[src/rtl/contador_pulsos.sv]
// rtl/contador_pulsos.sv - up/down pulse counter with load, modulo wrap or saturation, and event pulses
module contador_pulsos #(
    parameter int ANCHO   = 8,
    parameter int MODULO  = 256,
    parameter int SATURAR = 0
) (
    input  logic             iClk,
    input  logic             iReset_n,
    input  logic             iHabilitar,
    input  logic             iIncremento,
    input  logic             iDecremento,
    input  logic             iCarga,
    input  logic [ANCHO-1:0] iDato,
    output logic [ANCHO-1:0] oCuenta,
    output logic             oCero,
    output logic             oMaximo,
    output logic             oDesborde,
    output logic             oSubdesborde
);

    localparam logic [ANCHO-1:0] LP_MAX = ANCHO'(MODULO - 1);
    localparam logic             LP_SAT = (SATURAR != 0);

    logic [ANCHO-1:0] r_cuenta;
    logic             r_desborde;
    logic             r_subdesborde;

    logic [ANCHO-1:0] w_cuenta_sig;
    logic             w_desborde_sig;
    logic             w_subdesborde_sig;

    always_ff @(posedge iClk or negedge iReset_n) begin
        if (!iReset_n) begin
            r_cuenta      <= '0;
            r_desborde    <= 1'b0;
            r_subdesborde <= 1'b0;
        end else begin
            r_cuenta      <= w_cuenta_sig;
            r_desborde    <= w_desborde_sig;
            r_subdesborde <= w_subdesborde_sig;
        end
    end

    // Limits are checked before the +/-1 so the sum never needs an extra bit.
    always_comb begin
        w_cuenta_sig      = r_cuenta;
        w_desborde_sig    = 1'b0;
        w_subdesborde_sig = 1'b0;
        if (iCarga) begin
            w_cuenta_sig = (iDato > LP_MAX) ? LP_MAX : iDato;
        end else if (iHabilitar && (iIncremento != iDecremento)) begin
            if (iIncremento) begin
                if (r_cuenta == LP_MAX) begin
                    w_cuenta_sig   = LP_SAT ? LP_MAX : '0;
                    w_desborde_sig = 1'b1;
                end else begin
                    w_cuenta_sig = r_cuenta + 1'b1;
                end
            end else begin
                if (r_cuenta == '0) begin
                    w_cuenta_sig      = LP_SAT ? '0 : LP_MAX;
                    w_subdesborde_sig = 1'b1;
                end else begin
                    w_cuenta_sig = r_cuenta - 1'b1;
                end
            end
        end
    end

    assign oCuenta      = r_cuenta;
    assign oCero        = (r_cuenta == '0);
    assign oMaximo      = (r_cuenta == LP_MAX);
    assign oDesborde    = r_desborde;
    assign oSubdesborde = r_subdesborde;

endmodule

[config.mk]
export PLATFORM = sky130hd
export DESIGN_NAME = contador_pulsos
export DESIGN_NICKNAME = d
export VERILOG_FILES = /design/src/rtl/contador_pulsos.sv
export SDC_FILE = /design/constraint.sdc
export NUM_CORES = 1
export LEC_CHECK = 0
export ABC_AREA = 0
export CORE_MARGIN = 3
export CORE_UTILIZATION = 35
export DETAILED_ROUTE_END_ITERATION = 8
export SLEW_MARGIN = 20
export SYNTH_ARGS = -nofsm -noshare
export SYNTH_HDL_FRONTEND = slang
export SYNTH_SLANG_ARGS = --single-unit
[constraint.sdc]
create_clock -name iClk -period 4.8 [get_ports iClk]
set_input_delay 0.48 -clock iClk [delete_from_list [all_inputs] [get_ports iClk]]
set_output_delay 0.48 -clock iClk [all_outputs]
set_load 0.01 [all_outputs]
==> summary.txt <==
Timing
  • Final Slew Violations: 0
  • Hold Worst Slack: 0.550 ns
  • Worst-Margin Slew: 0.612 ns
  • Final hold vios: 0
  • Clock Skew: 0.00256 ns
  • Setup TNS: 0 ns
  • Relative slew slack: 0.591
  • Tcrit/Tclk final: 0.582
  • RSZ-0062 raised after global routing: false
  • Final setup fails: 0
  • Final min period: 2.80 ns
  • Fmax: 358 MHz

Yosys
  • Synth Net Count: 132
  • Yosys warning total: 0
  • Number of synthesized flops with an enable pin: 0
  • Fraction of registers with async set/reset: 1.00
  • FF+latch count, synth: 10
  • Synthesized instance count: 115
  • Main synth FF type: dfrtp_1
  • Syn avg cell area: 7.78 um^2
  • Sequential area share after synthesis: 0.280
  • Synthesized area: 895 um^2
  • Count of cell types in the netlist: 43

Routing
  • Final WL: 2370 um
  • Via count: 917
  • Vias/cell: 5.63
  • DRT antenna net count: 0
  • Routed len/inst: 14.5 um
  • Initial DRC Count: 47
  • Pre-Repair DR Iteration Count: 4
  • DRC Markers: 0

GRT
  • Vias in the first global route: 877
  • Overflow after GRT: 0
  • Largest net degree at the start of global routing: 20
  • Initial antenna violation count: 0
  • Overall global routing resource usage: 0.159
  • Global-route wire length before repair: 4090 um

Critical path
  • CP bufs+invs: 1
  • Largest stage delay, worst path: 0.61 ns
  • Setup Crit Path Kind: flop to output port
  • Arrival time worst endpoint: 2.32 ns
  • Crit end category: output port
  • Crit Path Max Fanout: 9
  • CP delay by family, top: simple AND/OR/NAND/NOR gates
  • Worst-path cell chain: or4_4 > nor4b_4 > clkdlybuf4s50_1
  • Crit path required time: 4.32 ns
  • Slowest stage cell, crit path: clkdlybuf4s50_1
  • Nature of the critical path startpoint: flop

CTS
  • CTS Buffer Depth: 2
  • Worst-Skew Late Latency: 0.27 ns
  • Worst-path clk slew: 0.07 ns
  • Hold buffer count at CTS: 0
  • Post-CTS Resized: 0
  • TritonCTS clock tree: yes
  • Root cell of the clock tree: clkbuf_4
  • CTS Sinks: 10
  • CTS buffer count: 3
  • Post-CTS setup buffers: 0
  • H-tree levels: 1

Placed design
  • Placer congestion estimate: 0.877
  • IO buf count: 25
  • Dpl hpwl: 1740 um
  • Cell Area, Placed: 1140 um^2

Die
  • Total core area: 2320 um^2
  • Die W: 56.6 um
  • Die Area: 3200 um^2
  • Row cnt: 17
  • Die Ht: 56.6 um
  • Io pins: 26
  • Initial core utilization: 0.386

Power and ir drop
  • P_leak: 0.436 nW
  • Total power divided by cell area: 231 nW/um^2
  • Peak supply drop: 140 uV

Job
  • Max_cap viols: 0

Hold path
  • Hold Crit Class: input port to asynchronous set/reset pin

Finish
  • Design Area, Final: 1160 um^2
  • Nets: 154
  • FILL cells: 244
  • Area delta synth->final: 29.9%
  • Diodes inserted: 0
  • Layout cells sized above 1: 0.0593

Outcome
  • Status: finished, final reports clean
area by class of cell:
cell class,count,area [um^2],share of cell area
multi-input combinational,94,593,0.510
sequential,10,250,0.215
timing repair buffer,25,250,0.215
tap,28,35.0,0.0301
clock buffer,3,22.5,0.0194
inverter,3,11.3,0.00969
Yosys cell counts (2+ instances only):
master / number / area share
inv_1: 3 / 0.013
a21oi_1: 2 / 0.011
buf_2: 2 / 0.011
clkbuf_1: 4 / 0.017
ha_1: 3 / 0.042
nand2_1: 15 / 0.063
o22ai_1: 2 / 0.014
o21ai_0: 14 / 0.078
nor3b_1: 2 / 0.017
nor3_1: 4 / 0.022
nor2_1: 12 / 0.050
xor2_1: 2 / 0.020
nand4_1: 2 / 0.014
nor2b_1: 2 / 0.014
dfrtp_1: 10 / 0.28
nand2b_1: 3 / 0.021
or3_1: 2 / 0.014
nand3_1: 5 / 0.028
a31oi_1: 2 / 0.014
cell usage in the layout (no fill, tap or decap), types with 3 or more instances in the layout:
master           count
clkdlybuf4s50_1     25
nand3_1              5
nor3_1               4
o21ai_0             14
nand2b_1             3
inv_1                3
nor2_1              12
clkbuf_4             3
nand2_1             15
dfrtp_1             10
ha_1                 3
worst paths after layout:
| kind | start | to | slack [ns] | cells after the start |
|---|---|---|---|---|
| max | oCuenta[5] | oCero | 2.00 | 3 |
| min | iReset_n | oSubdesborde | 0.55 | 1 |
| max reg2reg | oCuenta[1] | oCuenta[5] | 2.77 | 5 |
| min reg2reg | oCuenta[4] | oCuenta[4] | 0.72 | 3 |
| max in group asynchronous | iReset_n | oCuenta[6] | 3.91 | 1 |
| min in group iClk | oCuenta[4] | oCuenta[4] | 0.72 | 3 |
kinds of logic (layout without fill, tap and decap cells):
group,Yosys count,count (layout),share of synthesized area
buffers and inverters,11,31,0.0573
XOR/XNOR,3,3,0.0294
AO/OA/AOI/OAI,32,32,0.248
AND/OR/NAND/NOR,56,56,0.344
flip-flops,10,10,0.280
adder cells (fa/ha/maj),3,3,0.0420
flip-flops by register name, summed over array words and instances, names as in the netlist:
| signal | cells |
|---|---|
| oCuenta | 8 |
| oDesborde | 1 |
| oSubdesborde | 1 |
where the power goes:
part	switching, mW	total, mW	internal (mW)
Combinational	0.0460	0.0960	0.0500
Clock	0.0291	0.0581	0.0290
Sequential	0.0223	0.115	0.0923
Total	0.0975	0.269	0.171
metal layers:
layer  vias up  share of wire  global-route usage  wire (um)
li1        464              -                   -          -
met2        35           0.48               0.261       1130
met4         0         0.0093              0.0780         22
met1       414           0.45               0.202       1060
met3         4          0.063              0.0207        150
met5         -              0                   0          0
through the flow:
| step | std cells | power (mW) | setup WS (ns) | utilization |
|---|---|---|---|---|
| 4_1_cts | 163 | 0.272 | 2.01 | 0.501 |
| 5_1_grt | 163 | 0.290 | 1.92 | 0.501 |
| 3_5_place_dp | 160 | 0.211 | 2.30 | 0.492 |
| 6_report | 163 | 0.269 | 2.00 | 0.501 |
| 2_1_floorplan | 115 | 0.171 | 2.88 | - |
| 3_3_place_gp | 160 | 0.210 | 2.35 | 0.492 |
worst reg2reg max path, stage by stage, from the launching register on:
cell and delay (ns):
dfrtp_1 0.48, or3_1 0.44, nor3_1 0.36, nand2_1 0.12, a211oi_1 0.39, o41ai_2 0.12
Note: power is estimated with default switching activity, not from simulation.
